$ cat src/rtl/awb_pkg.sv
// Shared constants, FSM state type and arithmetic helpers for the AWB gain estimator.
package awb_pkg;

    localparam int SHIFT_DIV  = 2;
    localparam int GAIN_W     = 4;
    localparam int ACC_W      = 32;
    localparam int MIN_PIXELS = 16;
    localparam logic [7:0] SAT_THRESH = 8'hF0;

    localparam int DIV_W      = ACC_W + SHIFT_DIV;
    localparam int DIV_CYCLES = DIV_W;

    localparam logic [GAIN_W-1:0] UNITY_GAIN = GAIN_W'(1 << SHIFT_DIV);
    localparam logic [GAIN_W-1:0] GAIN_MAX   = '1;

    typedef enum logic [2:0] {
        IDLE,
        CHECK,
        DIV_R,
        DIV_B,
        UPDATE
    } awb_state_t;

    // A zero quotient would black out the channel, so the floor is one LSB.
    function automatic logic [GAIN_W-1:0] clamp_gain(input logic [DIV_W-1:0] q);
        if (q == '0) begin
            return GAIN_W'(1);
        end
        if (q > DIV_W'(GAIN_MAX)) begin
            return GAIN_MAX;
        end
        return q[GAIN_W-1:0];
    endfunction

    function automatic logic [ACC_W-1:0] sat_add(input logic [ACC_W-1:0] a,
                                                 input logic [ACC_W-1:0] b);
        logic [ACC_W:0] s;
        s = {1'b0, a} + {1'b0, b};
        return s[ACC_W] ? '1 : s[ACC_W-1:0];
    endfunction

endpackage

$ cat src/rtl/awb_seq_divider.sv
// Restoring divider, one quotient bit per cycle; the first bit is produced in the start cycle.
module awb_seq_divider
    import awb_pkg::*;
(
    input  logic             clk,
    input  logic             rst_n,
    input  logic             start,
    input  logic [DIV_W-1:0] dividend,
    input  logic [ACC_W-1:0] divisor,
    output logic [DIV_W-1:0] quotient,
    output logic             div_by_zero,
    output logic             done
);

    localparam int CNT_W = $clog2(DIV_CYCLES + 1);

    logic [ACC_W-1:0] rem_q;
    logic [ACC_W-1:0] div_q;
    logic [DIV_W-1:0] quo_q;
    logic [CNT_W-1:0] cnt_q;
    logic             running_q;
    logic             dz_q;
    logic             done_q;

    logic [ACC_W-1:0] src_rem;
    logic [ACC_W-1:0] src_div;
    logic [DIV_W-1:0] src_quo;
    logic [ACC_W:0]   trial;
    logic [ACC_W-1:0] diff;
    logic [ACC_W-1:0] step_rem;
    logic [DIV_W-1:0] step_quo;

    // On start the step works on the fresh operands so the result lands after DIV_CYCLES edges.
    always_comb begin
        src_rem = start ? '0 : rem_q;
        src_quo = start ? dividend : quo_q;
        src_div = start ? divisor : div_q;
        trial   = {src_rem, src_quo[DIV_W-1]};
        diff    = trial[ACC_W-1:0] - src_div;
        if (trial >= {1'b0, src_div}) begin
            step_rem = diff;
            step_quo = {src_quo[DIV_W-2:0], 1'b1};
        end else begin
            step_rem = trial[ACC_W-1:0];
            step_quo = {src_quo[DIV_W-2:0], 1'b0};
        end
    end

    always_ff @(posedge clk) begin
        if (!rst_n) begin
            rem_q     <= '0;
            div_q     <= '0;
            quo_q     <= '0;
            cnt_q     <= '0;
            running_q <= 1'b0;
            dz_q      <= 1'b0;
            done_q    <= 1'b0;
        end else begin
            done_q <= 1'b0;
            if (start) begin
                div_q     <= divisor;
                dz_q      <= (divisor == '0);
                cnt_q     <= CNT_W'(1);
                running_q <= 1'b1;
                if (divisor == '0) begin
                    rem_q <= '0;
                    quo_q <= '1;
                end else begin
                    rem_q <= step_rem;
                    quo_q <= step_quo;
                end
            end else if (running_q) begin
                // A zero divisor still counts out the full length to keep latency fixed.
                if (!dz_q) begin
                    rem_q <= step_rem;
                    quo_q <= step_quo;
                end
                cnt_q <= cnt_q + 1'b1;
                if (cnt_q == CNT_W'(DIV_CYCLES - 1)) begin
                    running_q <= 1'b0;
                    done_q    <= 1'b1;
                end
            end
        end
    end

    assign quotient    = quo_q;
    assign div_by_zero = dz_q;
    assign done        = done_q;

endmodule

$ cat src/rtl/awb_gain_estimator.sv
// Per-frame R/G/B accumulation and sequential computation of red/blue white-balance gains.
module awb_gain_estimator
    import awb_pkg::*;
(
    input  logic              clk,
    input  logic              rst_n,
    input  logic [23:0]       rgb_in,
    input  logic              rgb_in_valid,
    input  logic              frame_start,
    input  logic              frame_end,
    output logic [GAIN_W-1:0] gain_red,
    output logic [GAIN_W-1:0] gain_green,
    output logic [GAIN_W-1:0] gain_blue,
    output logic              gains_valid,
    output logic              busy,
    output logic              frame_dropped
);

    awb_state_t state_q;
    awb_state_t state_d;

    logic [ACC_W-1:0] sum_r_q, sum_g_q, sum_b_q, pix_cnt_q;
    logic [ACC_W-1:0] op_r_q, op_g_q, op_b_q, op_cnt_q;
    logic [ACC_W-1:0] px_r, px_g, px_b, px_one;
    logic [ACC_W-1:0] add_r, add_g, add_b, add_cnt;
    logic             pixel_ok;
    logic             end_accept;
    logic             enough_pixels;

    logic             div_start;
    logic             div_done;
    logic             div_dz;
    logic [DIV_W-1:0] div_dividend;
    logic [ACC_W-1:0] div_divisor;
    logic [DIV_W-1:0] div_quotient;
    logic [DIV_W-1:0] div_result;
    logic [DIV_W-1:0] q_r_q;

    logic [GAIN_W-1:0] gain_red_q;
    logic [GAIN_W-1:0] gain_blue_q;
    logic              dropped_q;

    always_comb begin
        pixel_ok   = rgb_in_valid && (rgb_in[23:16] < SAT_THRESH) &&
                     (rgb_in[15:8] < SAT_THRESH) && (rgb_in[7:0] < SAT_THRESH);
        px_r       = pixel_ok ? ACC_W'(rgb_in[23:16]) : '0;
        px_g       = pixel_ok ? ACC_W'(rgb_in[15:8])  : '0;
        px_b       = pixel_ok ? ACC_W'(rgb_in[7:0])   : '0;
        px_one     = pixel_ok ? ACC_W'(1) : '0;
        add_r      = sat_add(sum_r_q, px_r);
        add_g      = sat_add(sum_g_q, px_g);
        add_b      = sat_add(sum_b_q, px_b);
        add_cnt    = sat_add(pix_cnt_q, px_one);
        end_accept = frame_end && (state_q == IDLE);
    end

    // With frame_start, a same-cycle pixel opens the new frame instead of extending the old one.
    always_ff @(posedge clk) begin
        if (!rst_n) begin
            sum_r_q   <= '0;
            sum_g_q   <= '0;
            sum_b_q   <= '0;
            pix_cnt_q <= '0;
        end else if (frame_start) begin
            sum_r_q   <= px_r;
            sum_g_q   <= px_g;
            sum_b_q   <= px_b;
            pix_cnt_q <= px_one;
        end else begin
            sum_r_q   <= add_r;
            sum_g_q   <= add_g;
            sum_b_q   <= add_b;
            pix_cnt_q <= add_cnt;
        end
    end

    always_ff @(posedge clk) begin
        if (!rst_n) begin
            op_r_q   <= '0;
            op_g_q   <= '0;
            op_b_q   <= '0;
            op_cnt_q <= '0;
        end else if (end_accept) begin
            op_r_q   <= frame_start ? sum_r_q   : add_r;
            op_g_q   <= frame_start ? sum_g_q   : add_g;
            op_b_q   <= frame_start ? sum_b_q   : add_b;
            op_cnt_q <= frame_start ? pix_cnt_q : add_cnt;
        end
    end

    always_ff @(posedge clk) begin
        if (!rst_n) begin
            state_q <= IDLE;
        end else begin
            state_q <= state_d;
        end
    end

    always_comb begin
        state_d = state_q;
        case (state_q)
            IDLE:    if (frame_end) state_d = CHECK;
            CHECK:   state_d = enough_pixels ? DIV_R : IDLE;
            DIV_R:   if (div_done) state_d = DIV_B;
            DIV_B:   if (div_done) state_d = UPDATE;
            UPDATE:  state_d = IDLE;
            default: state_d = IDLE;
        endcase
    end

    // The red division is launched from CHECK and blue on red's done, so both finish on schedule.
    always_comb begin
        enough_pixels = (op_cnt_q >= ACC_W'(MIN_PIXELS));
        busy          = (state_q != IDLE);
        gains_valid   = (state_q == UPDATE);
        div_start     = ((state_q == CHECK) && enough_pixels) ||
                        ((state_q == DIV_R) && div_done);
        div_dividend  = {op_g_q, {SHIFT_DIV{1'b0}}};
        div_divisor   = (state_q == DIV_R) ? op_b_q : op_r_q;
        div_result    = div_dz ? '1 : div_quotient;
    end

    awb_seq_divider u_div (
        .clk         (clk),
        .rst_n       (rst_n),
        .start       (div_start),
        .dividend    (div_dividend),
        .divisor     (div_divisor),
        .quotient    (div_quotient),
        .div_by_zero (div_dz),
        .done        (div_done)
    );

    always_ff @(posedge clk) begin
        if (!rst_n) begin
            q_r_q       <= '0;
            gain_red_q  <= UNITY_GAIN;
            gain_blue_q <= UNITY_GAIN;
            dropped_q   <= 1'b0;
        end else begin
            dropped_q <= frame_end && (state_q != IDLE);
            if ((state_q == DIV_R) && div_done) begin
                q_r_q <= div_result;
            end
            if ((state_q == DIV_B) && div_done) begin
                gain_red_q  <= clamp_gain(q_r_q);
                gain_blue_q <= clamp_gain(div_result);
            end
        end
    end

    assign gain_red      = gain_red_q;
    assign gain_green    = UNITY_GAIN;
    assign gain_blue     = gain_blue_q;
    assign frame_dropped = dropped_q;

endmodule

$ cat config.mk
export PLATFORM = sky130hd
export DESIGN_NAME = awb_gain_estimator
export DESIGN_NICKNAME = d
export VERILOG_FILES = /design/src/rtl/awb_pkg.sv /design/src/rtl/awb_seq_divider.sv /design/src/rtl/awb_gain_estimator.sv
export SDC_FILE = /design/constraint.sdc
export NUM_CORES = 1
export LEC_CHECK = 0
export ABC_AREA = 1
export CAP_MARGIN = 0
export CORE_ASPECT_RATIO = 1.5
export CORE_MARGIN = 5
export CORE_UTILIZATION = 60
export DETAILED_ROUTE_END_ITERATION = 7
export GPL_TIMING_DRIVEN = 0
export MAX_ROUTING_LAYER = met4
export PLACE_DENSITY = 0.86
export SLEW_MARGIN = 20
export SYNTH_ARGS = -nofsm -noshare
export SYNTH_HDL_FRONTEND = slang
export SYNTH_SLANG_ARGS = --single-unit
$ cat constraint.sdc
create_clock -name clk -period 9.6 [get_ports clk]
set_input_delay 0.96 -clock clk [delete_from_list [all_inputs] [get_ports clk]]
set_output_delay 0.96 -clock clk [all_outputs]
set_load 0.02 [all_outputs]
After elaboration in Yosys (flattened, before gate mapping)
Cells that the tools add are included.
{ "op_classes": {"n_addsub": 6, "magnitude_cmp": 7, "n_eq_ne": 9, "mux": 64, "bitwise": 2, "reduce_logical": 19} }
{ "ops": {"columns": ["op", "n"], "rows": [
  ["two-way mux 32 bit", 20],
  ["two-way mux 34 bit", 6],
  ["adder 32 x 8 -> 33 bit", 3],
  ["greater-than comparator 34 x 4 -> 1 bit, second input constant", 2],
  ["logical NOT 34 bit", 2],
  ["adder 32 x 1 -> 33 bit", 1],
  [">= comparator 33 x 32 -> 1 bit", 1],
  [">= comparator 32 x 5 -> 1 bit, second input constant", 1],
  ["logical NOT 32 bit", 1],
  ["two-way mux 4 bit", 8],
  ["subtractor 32 bit", 1],
  ["< comparator 8 bit, second input constant", 3],
  ["two-way mux 8 bit", 3],
  ["two-way mux 1 bit", 22],
  ["case mux 3 bit (4 select lines)", 1],
  ["two-way mux 3 bit", 3],
  ["logical AND 1 bit", 8],
  ["adder 6 x 1 -> 6 bit, second input constant", 1],
  ["== test 3 x 2 -> 1 bit, second input constant", 2],
  ["== test 6 bit, second input constant", 1],
  ["!= test 2 x 1 -> 1 bit, second input constant", 3],
  ["== test 3 x 1 -> 1 bit, second input constant", 1],
  ["== test 3 bit, second input constant", 1],
  ["logical NOT 3 bit", 1],
  ["other kinds (10)", 11]
]} }
{ "word_totals": {"reg_bits": 409, "in_bits": 29, "output_inout_bits": 15, "elab_cells": 128} }

Depth between registers and ports, before layout
Gate-level depths: netlist (run 1).
{ "logic_depth": {"ltp_word": 10, "depth_mapped": 26, "ltp_nobuf": 25} }

Hierarchy
A second synthesis (run 1) with hierarchy kept.
{ "hier_totals": {"cells_unflattened": 3847, "hier_area_um2": 24164.4} }
{ "modules_own_cells": {"columns": ["module", "n_inst", "cells_each", "area_each_um2", "seq_area_each_um2"], "rows": [
  ["awb_gain_estimator", 1, 2581, 16540.9, 5965.7],
  ["awb_seq_divider", 1, 1266, 7623.6, 2142.1]
]} }

Least setup slack after synthesis (run 1)
OpenSTA, ideal clock, no wires.
{ "synth_path": {"kind": "input -> register", "startpoint": "input rgb_in[23]", "endpoint": "register op_g_q[27]", "setup_ns": 0.070, "arrival_ns": 3.734, "required_ns": 9.530, "slack_ns": 5.796, "stages": 20, "path_buffers": 2, "cell_sequence": "inv_1 -> nor4_1 -> a41oi_1 -> nand2_1 -> clkbuf_1 -> nor2_1 -> ha_1 -> inv_1 -> fa_1 -> nand3b_1 -> nand2_1 -> inv_1 -> o21bai_2 -> nand3_1 -> nor3_1 -> inv_1 -> buf_2 -> nand3_1 -> nand2_1 -> a21oi_1"} }
{ "synth_via": {"elab_chain_len": 8} }
{ "synth_lines": {"columns": ["element", "line", "source"], "rows": [
  ["start, declared", "awb_gain_estimator.sv:7", "input logic [23:0] rgb_in,"],
  ["< comparator 8 bit", "awb_gain_estimator.sv:44", "pixel_ok = rgb_in_valid && (rgb_in[23:16] < SAT_THRESH) &&"],
  ["logical AND 1 bit (2 in a row)", "awb_gain_estimator.sv:44", null],
  ["logical AND 1 bit", "awb_gain_estimator.sv:45", "(rgb_in[15:8] < SAT_THRESH) && (rgb_in[7:0] < SAT_THRESH);"],
  ["two-way mux 8 bit", "awb_gain_estimator.sv:47", "px_g = pixel_ok ? ACC_W'(rgb_in[15:8]) : '0;"],
  ["adder 32 x 8 -> 33 bit", "awb_pkg.sv:38", "s = {1'b0, a} + {1'b0, b};"],
  ["two-way mux 32 bit", "awb_pkg.sv:39", "return s[ACC_W] ? '1 : s[ACC_W-1:0];"],
  ["two-way mux 32 bit", "awb_gain_estimator.sv:85", "op_g_q <= frame_start ? sum_g_q : add_g;"],
  ["end signal, assigned", "awb_gain_estimator.sv:85", null],
  ["end, declared", "awb_gain_estimator.sv:23", "logic [ACC_W-1:0] op_r_q, op_g_q, op_b_q, op_cnt_q;"]
]} }
No other way between the ends.
A chain may end at the register's enable or synchronous reset.

Worst setup path after layout (run 1)
{ "layout_path": {"startpoint": "register op_cnt_q[19]", "endpoint": "register u_div.rem_q[2]"} }
{ "layout_via": {"elab_chain_len": 9, "elab_cells_between_ends": 16, "classes_between": "1 x add/sub; 2 x order compare; 1 x eq/ne; 8 x mux; 4 x reduce/logical"} }
{ "layout_lines": {"columns": ["element", "line", "source"], "rows": [
  ["start, declared", "awb_gain_estimator.sv:23", null],
  ["start signal, assigned", "awb_gain_estimator.sv:87", "op_cnt_q <= frame_start ? pix_cnt_q : add_cnt;"],
  [">= comparator 32 x 5 -> 1 bit (*)", "awb_gain_estimator.sv:113", "enough_pixels = (op_cnt_q >= ACC_W'(MIN_PIXELS));"],
  ["logical AND 1 bit (*)", "awb_gain_estimator.sv:116", "div_start = ((state_q == CHECK) && enough_pixels) ||"],
  ["logical OR 1 bit (*)", "awb_gain_estimator.sv:116", null],
  ["two-way mux 34 bit, or another cell as far along", "awb_seq_divider.sv:36", "src_quo = start ? dividend : quo_q;"],
  ["subtractor 32 bit or >= comparator 33 x 32 -> 1 bit (tied branches)", "awb_seq_divider.sv:39, awb_seq_divider.sv:40", null],
  ["two-way mux 32 bit", "awb_seq_divider.sv:40", "if (trial >= {1'b0, src_div}) begin"],
  ["two-way mux 32 bit", "awb_seq_divider.sv:74", "if (!dz_q) begin"],
  ["two-way mux 32 bit", "awb_seq_divider.sv:72", "end else if (running_q) begin"],
  ["two-way mux 32 bit", "awb_seq_divider.sv:60", "if (start) begin"],
  ["end signal, assigned", "awb_seq_divider.sv:69", "rem_q <= step_rem;"],
  ["end signal, assigned", "awb_seq_divider.sv:75", "rem_q <= step_rem;"],
  ["end, declared", "awb_seq_divider.sv:17", "logic [ACC_W-1:0] rem_q;"]
]} }
Mark *: on every way between the ends. The rest lies on a longest branch, timed or not. The select of a mux whose other input is x is not followed.

==> flow_metrics.tcl, run 1 <==
set metrics [dict create \
    synth.avg_cell_area_um2 6.43 \
    fin_crit_sh_pct 58.7 \
    yosys.area.top_type "dfxtp_1" \
    antenna_found_initial 0 \
    relSlewSlack_pct 33.2 \
    hold_end "q_r_q[13]" \
    wl_met3_um 5850 \
    startpoint "op_cnt_q[19]" \
    cap_violations 0 \
    cpMaxStageDelayCell "clkbuf_1" \
    core_region_area_mm2 0.0378 \
    worstHoldStart "q_r_q[13]" \
    fp.dieW_um 170 \
    cts_sinks 405 \
    cpLargestDelayFamily "simple AND/OR/NAND/NOR gates" \
    timing.critical_path.buf_inv 4 \
    port-buffer-count 38 \
    synth_ff_type "dfxtp_1" \
    cp_common_cell "nand3_1" \
    maxSlewViolCount 0 \
    routed-via-count 24300 \
    slowest_delay_ps 550 \
    clkTransAtPathRegs_ps 60 \
    ff2ff_setup_slack_ps 3970 \
    synth_seq_area_share_pct 35.3 \
    dieArea_mm2 0.0424 \
    cp-end-kind "flop" \
    wl_met1_um 28100 \
    criticalPathCategory "reg -> reg" \
    clock_skew_ps 32.0 \
    ctsHoldBuffers 0 \
    cts_root_buffer "clkbuf_16" \
    ir_worst_vdd_mv 0.288 \
    final_cell_mix "nand2_1 (804), inv_1 (459), dfxtp_1 (405)" \
    finalHoldViolCount 0 \
    r2r-end "u_div.rem_q[2]" \
    gr-total-overflow 0 \
    first_iter_violations 2316 \
    period_minus_slack_ps 5630 \
    syn2layout_area_growth_pct 10.0 \
    routed.top_layer "met4" \
    wire_per_inst_um 18.6 \
    cts_resized 0 \
    arrival_ps 6030 \
    hold_path_class "reg -> reg" \
    status "finished, violations left" \
    worst_ep_required_time_ps 9990 \
    worstPathCellList "nor2_1, nand3_1, nor2_1, nand3_1, nand2_1, nand2_2, buf_2, clkbuf_1, o21ai_0, ha_1, nand2_1, inv_1, a21oi_1, nand3_1, nand2_1, nand3_1, nand4_1, clkbuf_1, nand3_1, nand3_1, a21oi_1" \
    initial_core_util_pct 60.8 \
    ys_warn_count 0 \
    place_inst 4101 \
    ioPinCount 44 \
    wl_um 77700 \
    postCtsSetupRepairBufs 0 \
    layout_commonest_cell "nand2_1" \
    nets 3747 \
    rows 87 \
    place_congestion 1.06 \
    hpwl_um 60200 \
    ant_nets 0 \
    dr_wl_met2_um 37100 \
    worstMarginPinSlew_ps 1000 \
    rsz0062_at_grt "false" \
    insertion_delay_ps 560 \
    synth_cell_types 49 \
    cts_buffers 40 \
    whs_path_depth 2 \
    hold_ws_ps 446 \
    cp.depth 21 \
    rr_startpoint "op_cnt_q[19]" \
    setup_violations 0 \
    grt_pass1_wl_um 121000 \
    cts_max_level 2 \
    grt_pass1_vias 23100 \
    final_layout_size_suffix_gt1_share_pct 3.85 \
    failed_checks "DRC" \
    synth_edf_count 0 \
    async_reset_ff_share_pct 0 \
    synth_area_leaders "dfxtp_1 (35%), nand2_1 (13%), a21oi_1 (8.6%)" \
    n_antenna_cell 0 \
    fin_ws_ps 3970 \
    yosysTopAreaCellShare_pct 35.3 \
    p_leak_nw 11.6 \
    drc 1 \
    cts_tree "built" \
    dp_slack_ps 3710 \
    grt_max_degree 16 \
    syn_area_mm2 0.0230 \
    ys_ff_latch 405 \
    syn_inst 3572 \
    startpoint_type "flop" \
    vias_per_cell 5.82 \
    fmax_ghz 0.178 \
    powerDensity_mw_per_mm2 244 \
    final.setup.tns_ps 0 \
    die_y_um 250 \
    cts_buffer_depth 3 \
    worstRegToRegCells 21 \
    dr.pass1.iters 8 \
    instances_no_fill 4174 \
    worst-path-max-fanout 10 \
    grt_use_total_pct 36.5 \
]
## flip-flops by register name (all words and copies together) (netlist names), 6 cells and up
| signal | flops |
|---|---|
| op_g_q | 32 |
| q_r_q | 34 |
| op_cnt_q | 28 |
| pix_cnt_q | 32 |
| op_r_q | 32 |
| u_div.div_q | 32 |
| sum_g_q | 32 |
| u_div.quotient | 34 |
| sum_b_q | 32 |
| u_div.cnt_q | 6 |
| sum_r_q | 32 |
| op_b_q | 32 |
| u_div.rem_q | 32 |
## metal layers
layer  GRT usage (%)  vias to the layer above
li1                -                    11800
met5               -                        -
met3            4.64                      353
met2            61.2                     1137
met1            39.9                    11000
met4            24.9                        0
## synthesized netlist by cell type (2+ instances only)
library cell  number
a211oi_1           7
nor4_1            12
o21ai_0          302
clkbuf_1         139
nor2_2             3
fa_1               4
a21o_1             2
buf_4              7
nand4_1           54
conb_1             2
a31oi_1            4
nand3b_1           9
o31ai_1            3
clkinv_1           5
and2_1             2
nand2_1          804
o21ai_1            5
o21a_1             6
dfxtp_1          405
or2_2             25
buf_6              3
ha_1              60
buf_2             19
xor2_1            43
a21oi_1          397
nand2_2            5
inv_1            459
o21ai_2            5
nand3_1          234
a21boi_0           6
xnor2_1           27
a41oi_1            2
o211ai_1          44
nor3_1            63
o21bai_1          18
nor2_1           369
buf_1              6
## metrics by stage
| stage | total power [mW] | instance area [um^2] | util, % |
|---|---|---|---|
| floorplan | 3.80 | 23000 | - |
| global placement | 4.53 | 24000 | 63.5 |
| detailed placement | 4.54 | 24000 | 63.5 |
| CTS | 6.11 | 25300 | 66.9 |
| global route | 6.52 | 25300 | 66.9 |
| finish | 6.17 | 25300 | 66.9 |
## cells by family after synthesis
group           share of synthesized area (%)
other cells                            0.0327
simple gates                             29.0
compound gates                           18.7
xor+xnor                                 2.67
flops                                    35.3
buf+inv                                  10.8
fa+ha+maj                                3.62
## power breakdown
group,internal [mW],total [mW],leakage [nW],switching (mW)
clock,0.878,1.58,0.633,0.706
combinational,0.822,2.62,7.68,1.80
sequential,1.85,1.96,3.29,0.109
## worst reg2reg max path: stages, from the launching register on
cell and delay [ps]:
dfxtp_1 310, nor2_1 120, nand3_1 90, nor2_1 310, nand3_1 280, nand2_1 190, nand2_2 190, buf_2 320
clkbuf_1 330, o21ai_0 460, ha_1 360, nand2_1 170, inv_1 80, a21oi_1 330, nand3_1 320, nand2_1 130
nand3_1 190, nand4_1 340, clkbuf_1 550, nand3_1 190, nand3_1 160, a21oi_1 70
## worst max path at each step
| stage | to |
|---|---|
| after detailed placement | op_b_q[21] |
| after global routing | u_div.rem_q[18] |
| final | u_div.rem_q[2] |
| after global placement | op_b_q[21] |
| after CTS | u_div.rem_q[23] |
| after floorplan | op_g_q[27] |
## cell type report
| class | count | area, um^2 |
|---|---|---|
| fill | 3509 | 12500 |
| multi-input combinational | 2530 | 12400 |
| sequential | 405 | 8110 |
| inverter | 465 | 1750 |
| clock buffer | 52 | 1110 |
| buffer | 174 | 726 |
| tap | 489 | 612 |
| timing repair buffer | 38 | 380 |
| clock inverter | 21 | 190 |
Power figures use the tool's default switching activity.
==> run 2: changes to the inputs <==
Clock period 9.6 ns to 5.9 ns, I/O delays scaled along.
==> results of run 2 <==
Same layout as run 1 (identical final DEF). Status: finished, violations left: DRC.
Main changes from that run: setup slack after placement 3710 ps -> 383 ps; setup slack after layout 3970 ps -> 267 ps; register-to-register setup slack 3970 ps -> 270 ps; total power 6.17 mW -> 10.0 mW; worst IR drop on VDD 0.288 mV -> 0.468 mV
